## src/rtl/p251_rej_sampler.sv

```systemverilog
// ---------------------------------------------------------------------------
// p251_rej_sampler
//
// Purpose:
//   Rejection sampler for GF(251). The block consumes random words (XOF
//   output) byte by byte, from byte 0 = bits [7:0] upward. Bytes below 251
//   are emitted unchanged as field elements. Bytes 251..255 are dropped.
//   A run ends after N_OUT elements have been emitted. Any bytes left in the
//   current word at that point are discarded, so the next run always starts
//   on a fresh word.
//
// Parameters:
//   IN_W   input word width; a multiple of 8 and at least 8 (BPW = IN_W/8)
//   N_OUT  elements emitted per run (>= 1)
//
// Ports:
//   i_clk        clock; all state changes on the rising edge
//   i_rst_n      asynchronous active-low reset
//   i_start      start one run; only honoured in IDLE
//   i_in         random input word
//   i_in_valid   i_in carries a word
//   o_in_ready   a word is accepted this cycle (LOAD state only)
//   o_out        sampled element, 0..250
//   o_out_valid  o_out holds an accepted element
//   i_out_ready  downstream takes o_out this cycle
//   o_busy       high in every state except IDLE
//   o_done       one-cycle pulse after the last element of a run
//   o_rej_cnt    (P251_REJ_STATS_EN only) bytes rejected in the current run,
//                saturating at 16'hFFFF
//   o_dbg_state  current FSM state (0 IDLE, 1 LOAD, 2 SCAN, 3 DONE)
//
// Handshake:
//   Both sides use valid/ready. A word or element transfers only on a rising
//   edge where valid and ready are both high. While valid is high and ready
//   is low, the producer holds its data and valid stable.
//
// Optional feature macro: P251_REJ_STATS_EN (adds o_rej_cnt).
// ---------------------------------------------------------------------------
module p251_rej_sampler #(
    parameter int IN_W  = 32,
    parameter int N_OUT = 16
) (
    input  logic            i_clk,
    input  logic            i_rst_n,
    input  logic            i_start,
    input  logic [IN_W-1:0] i_in,
    input  logic            i_in_valid,
    output logic            o_in_ready,
    output logic [7:0]      o_out,
    output logic            o_out_valid,
    input  logic            i_out_ready,
    output logic            o_busy,
    output logic            o_done,
`ifdef P251_REJ_STATS_EN
    output logic [15:0]     o_rej_cnt,
`endif
    output logic [1:0]      o_dbg_state
);

    localparam int BPW   = IN_W / 8;
    localparam int IDX_W = (BPW > 1) ? $clog2(BPW) : 1;
    localparam int CNT_W = $clog2(N_OUT + 1);

    typedef enum logic [1:0] {
        S_IDLE = 2'd0,
        S_LOAD = 2'd1,
        S_SCAN = 2'd2,
        S_DONE = 2'd3
    } state_t;

    state_t            state_q, state_d;
    logic [IN_W-1:0]   word_q, word_d;
    logic [IDX_W-1:0]  idx_q, idx_d;
    logic [CNT_W-1:0]  cnt_q, cnt_d;

    logic [7:0]        cur_byte;
    logic              accept;
    logic              last_byte;
    logic              advance;

    // Byte under inspection. The shift keeps the select legal for any BPW.
    assign cur_byte  = 8'(word_q >> {idx_q, 3'b000});
    assign accept    = (cur_byte < 8'd251);
    assign last_byte = (idx_q == IDX_W'(BPW - 1));
    // Rejected bytes advance unconditionally. Accepted bytes advance only
    // when they transfer downstream.
    assign advance   = !accept || i_out_ready;

    // -----------------------------------------------------------------------
    // State register and datapath registers
    // -----------------------------------------------------------------------
    always_ff @(posedge i_clk or negedge i_rst_n) begin
        if (!i_rst_n) begin
            state_q <= S_IDLE;
            word_q  <= '0;
            idx_q   <= '0;
            cnt_q   <= '0;
        end else begin
            state_q <= state_d;
            word_q  <= word_d;
            idx_q   <= idx_d;
            cnt_q   <= cnt_d;
        end
    end

    // -----------------------------------------------------------------------
    // Next-state logic
    // -----------------------------------------------------------------------
    always_comb begin
        state_d = state_q;
        word_d  = word_q;
        idx_d   = idx_q;
        cnt_d   = cnt_q;
        case (state_q)
            S_IDLE: begin
                if (i_start) begin
                    cnt_d   = '0;
                    idx_d   = '0;
                    state_d = S_LOAD;
                end
            end
            S_LOAD: begin
                if (i_in_valid) begin
                    word_d  = i_in;
                    idx_d   = '0;
                    state_d = S_SCAN;
                end
            end
            S_SCAN: begin
                if (advance) begin
                    if (accept) begin
                        cnt_d = cnt_q + CNT_W'(1);
                    end
                    idx_d = last_byte ? '0 : idx_q + IDX_W'(1);
                    // The final element ends the run at once. Any bytes
                    // still unread in the word are dropped.
                    if (accept && (cnt_q == CNT_W'(N_OUT - 1))) begin
                        state_d = S_DONE;
                    end else if (last_byte) begin
                        state_d = S_LOAD;
                    end
                end
            end
            S_DONE: begin
                state_d = S_IDLE;
            end
            default: begin
                state_d = S_IDLE;
            end
        endcase
    end

    // -----------------------------------------------------------------------
    // Outputs (decoded from the registered state)
    // -----------------------------------------------------------------------
    always_comb begin
        o_in_ready  = (state_q == S_LOAD);
        o_out_valid = (state_q == S_SCAN) && accept;
        o_out       = (state_q == S_SCAN) ? cur_byte : 8'd0;
        o_busy      = (state_q != S_IDLE);
        o_done      = (state_q == S_DONE);
        o_dbg_state = state_q;
    end

`ifdef P251_REJ_STATS_EN
    // -----------------------------------------------------------------------
    // Rejected-byte statistics for the current run
    // -----------------------------------------------------------------------
    logic [15:0] rej_q;

    always_ff @(posedge i_clk or negedge i_rst_n) begin
        if (!i_rst_n) begin
            rej_q <= '0;
        end else if ((state_q == S_IDLE) && i_start) begin
            rej_q <= '0;
        end else if ((state_q == S_SCAN) && !accept && (rej_q != 16'hFFFF)) begin
            rej_q <= rej_q + 16'd1;
        end
    end

    assign o_rej_cnt = rej_q;
`endif

endmodule

```

## config.mk

```make
export PLATFORM = sky130hd
export DESIGN_NAME = p251_rej_sampler
export DESIGN_NICKNAME = d
export VERILOG_FILES = /design/src/rtl/p251_rej_sampler.sv
export SDC_FILE = /design/constraint.sdc
export NUM_CORES = 1
export LEC_CHECK = 0
export ABC_AREA = 1
export CORE_ASPECT_RATIO = 1.4
export CORE_MARGIN = 10
export CORE_UTILIZATION = 56
export DETAILED_ROUTE_END_ITERATION = 10
export DONT_BUFFER_PORTS = 1
export GPL_TIMING_DRIVEN = 0
export HOLD_SLACK_MARGIN = 0.08
export PLACE_DENSITY = 0.74
export SYNTH_ARGS = -nofsm -noshare
export SYNTH_HDL_FRONTEND = slang
export SYNTH_SLANG_ARGS = --single-unit
```

## constraint.sdc

```tcl
create_clock -name i_clk -period 1.6 [get_ports i_clk]
set_input_delay 0.08 -clock i_clk [delete_from_list [all_inputs] [get_ports i_clk]]
set_output_delay 0.08 -clock i_clk [all_outputs]
set_load 0.03 [all_outputs]
```

==> qor.csv <==
metric;value;unit
Final Hold Fails;0;
simple-gate area share of the yosys netlist;0.271;
fin crit period;2.01;ns
GR Util met3;0.0525;
number of H-tree levels;2;
DIE HEIGHT;94.5;um
Setup crit start kind;flop;
Post-DP HPWL;3.46;mm
GP Congestion;0.827;
crit-path leading delay family;simple AND/OR/NAND/NOR gates;
drt pass-1 iters;4;
CP Max Fanout;6;
Synth Area in Compound Gates;0.0784;
CTS sink count;41;
worst hold slack;0.164;ns
DRT iter0 DRCs;195;
CTS clk-pin slew, worst paths;0.08;ns
IO buf count;0;
P_leak;1.58;nW
register bit total from synthesis;41;
crit path kind;flop to flop;
CTS Buffer Depth;2;
Crit. End Element;flop;
Initial Utilization;0.571;
DIE AREA;0.00691;mm2
share of cells above drive strength 1;0.402;
CP required;1.83;ns
final count of pins violating max slew;0;
layout overhead on the synthesized area;50.3;%
Hold/Removal Path Class;input pin to flop;
power per standard cell area;2170;mW/mm2
failing checks;negative setup slack;
Via Count;2022;
RSZ-0062 raised after global routing;yes;
filler instances;166;
total CTS buffers;5;
Post-Synth Adder-Cell Area;0.0169;
Slew @ Worst Pin;0.294;ns
ANT cells;0;
Final WS setup;-0.410;ns
CP cell instances;buf_6 > inv_8 > buf_12 > nand2_1 > nand3_2 > nand2_2 > nand2_2 > nand2_2 > nand3_4 > buf_6 > nand3_4 > nand2_2 > nor2_2 > nand2_1 > nand2_1;
crit-path max cell delay;0.42;ns
syn avg cell area;8.70;um2
CTS tree;done;
endpoints failing setup;29;
Rel. slew slack;0.804;
Critical Path Slowest Stage Cell;dfrtp_1;
Post-Layout Cell Count;366;
busiest grt layer;met2;
peak supply drop;1990;uV
area leader, netlist;dfrtp_1;
period utilization;1.26;
GRT Util Overall;0.208;
Gate Count Post-Synth;255;
critical path buffer and inverter count;4;
placed cells;298;
Yosys cell types;27;
Levels on crit path;15;
core area;0.00388;mm2
most common cell after layout, fill and taps aside;dfrtp_1;
final wirelength;7.35;mm
largest net degree at the start of global routing;42;
Yosys warning total;0;
Min-Delay Path Depth;4;
outcome;finished with violations;
Area contributors post-synth;dfrtp_1 (46%), nand2_1 (9.6%), mux2_2 (8.1%);
met2 Use GR;0.361;
fraction of synthesized cell area in xor and xnor cells;0;
post-DR wirelength/cell;20.1;um
max cap viols;0;
most frequent cells in the layout;dfrtp_1 (39), nand2_1 (38), dlygate4sd3_1 (34);
nets@finish;362;
largest family of logic cells by synthesized area;simple AND/OR/NAND/NOR gates;
met1 Usage GRT;0.225;
Post-Syn Area;0.00222;mm2
first-pass GRT wire length;11.2;mm
antenna violations before repair;0;
post-synth top area share;0.462;
vias per cell;5.52;
most used cell, CP;nand2_2;
vias in the first global route;2167;
Worst EP arrival;2.24;ns
Fmax;0.498;GHz
reg-to-reg slack, setup;-0.41;ns
post-synthesis net count;295;
root buffer cell;clkbuf_8;
multiplexer share of the synthesized area;0.0812;
Fin Clk Skew;0.00976;ns
I/O pin cnt;51;
post-route DRC violation count;0;
total gr overflow;0;
depth of the most critical reg-to-reg path;15;
Worst-Skew Late Latency;0.30;ns
pre-CTS setup slack;-0.456;ns
Post-DRT Antenna Nets;0;
register area share after synthesis;0.462;
width of the die;73.2;um
placement row count;27;
==> timing repair <==
action                                 4_1_cts  5_1_grt
pin swaps                                   17       15
gates cloned                                 5        0
hold buffers                                35        0
setup buffers                               15        5
gates resized for setup                     76       13
setup endpoints to repair                   50       45
endpoints found under the hold margin       74        0
==> power breakdown <==
part / switching, W / total [W] / internal [W] / leakage [nW]
Combinational: 0.00270 / 0.00453 / 0.00183 / 1.04
Sequential: 0.000339 / 0.00184 / 0.00150 / 0.477
Clock: 0.000349 / 0.000857 / 0.000509 / 0.0585
Total: 0.00339 / 0.00722 / 0.00384 / 1.58
==> worst min-delay path: stages <==
cell and delay, ns:
inv_1 0.04, nand3_4 0.16, nand3_1 0.09, nand2_1 0.06
==> path summary, 6_finish.rpt <==
kind / from / endpoint
setup / recovery: idx_q[0] / o_dbg_state[0]
hold / removal: i_out_ready / cnt_q[3]
setup reg to reg: idx_q[0] / o_dbg_state[0]
hold reg to reg: cnt_q[3] / cnt_q[3]
max in group asynchronous: i_rst_n / word_q[29]
min in group asynchronous: i_rst_n / idx_q[0]
==> layer usage <==
| layer | up-vias | wire, um | part of all wire |
|---|---|---|---|
| li1 | 939 | - | - |
| met4 | 0 | 268 | 0.036 |
| met3 | 26 | 453 | 0.062 |
| met1 | 976 | 2630 | 0.36 |
| met2 | 81 | 3990 | 0.54 |
| met5 | - | 0 | 0 |
==> kinds of logic (layout without fill, tap and decap cells) <==
kind of cell / count (synthesis) / after routing
buf+inv: 42 / 109
flops: 41 / 41
compound gates: 31 / 31
simple gates: 122 / 123
fa+ha+maj: 3 / 3
mux: 16 / 16
==> flip-flops by register name (all words and copies together), names as in the netlist <==
name,flops
cnt_q,5
idx_q,2
o_dbg_state,2
word_q,32
==> synthesized netlist by cell type (all sizes together) <==
master  count
nand3b      1
nand3      22
mux2       16
nor2       29
nand2      68
o21ai       9
dfrtp      41
ha          3
inv        32
buf         6
or2         2
clkbuf      4
a21oi      22
==> through the flow <==
stage          area [um2]  total power [W]  TNS (ns)   util
6_report             3330          0.00722     -4.76  0.858
5_1_grt              3330          0.00762     -6.55  0.858
4_1_cts              3240          0.00666     -2.14  0.834
3_5_place_dp         2280          0.00445     -9.34  0.587
3_3_place_gp         2280          0.00438     -8.55  0.587
2_1_floorplan        2230          0.00401    -0.969      -
==> layout make-up <==
class	instances	area, um2	share of cell area
Sequential cell	41	1030	0.309
Buffer	10	134	0.0402
Multi-Input combinational cell	173	1270	0.383
Timing Repair Buffer	59	592	0.178
Clock buffer	7	86.3	0.0259
Clock inverter	1	30.0	0.00901
Inverter	32	134	0.0402
Tap cell	43	53.8	0.0161
Note: power is estimated with default switching activity, not from simulation.
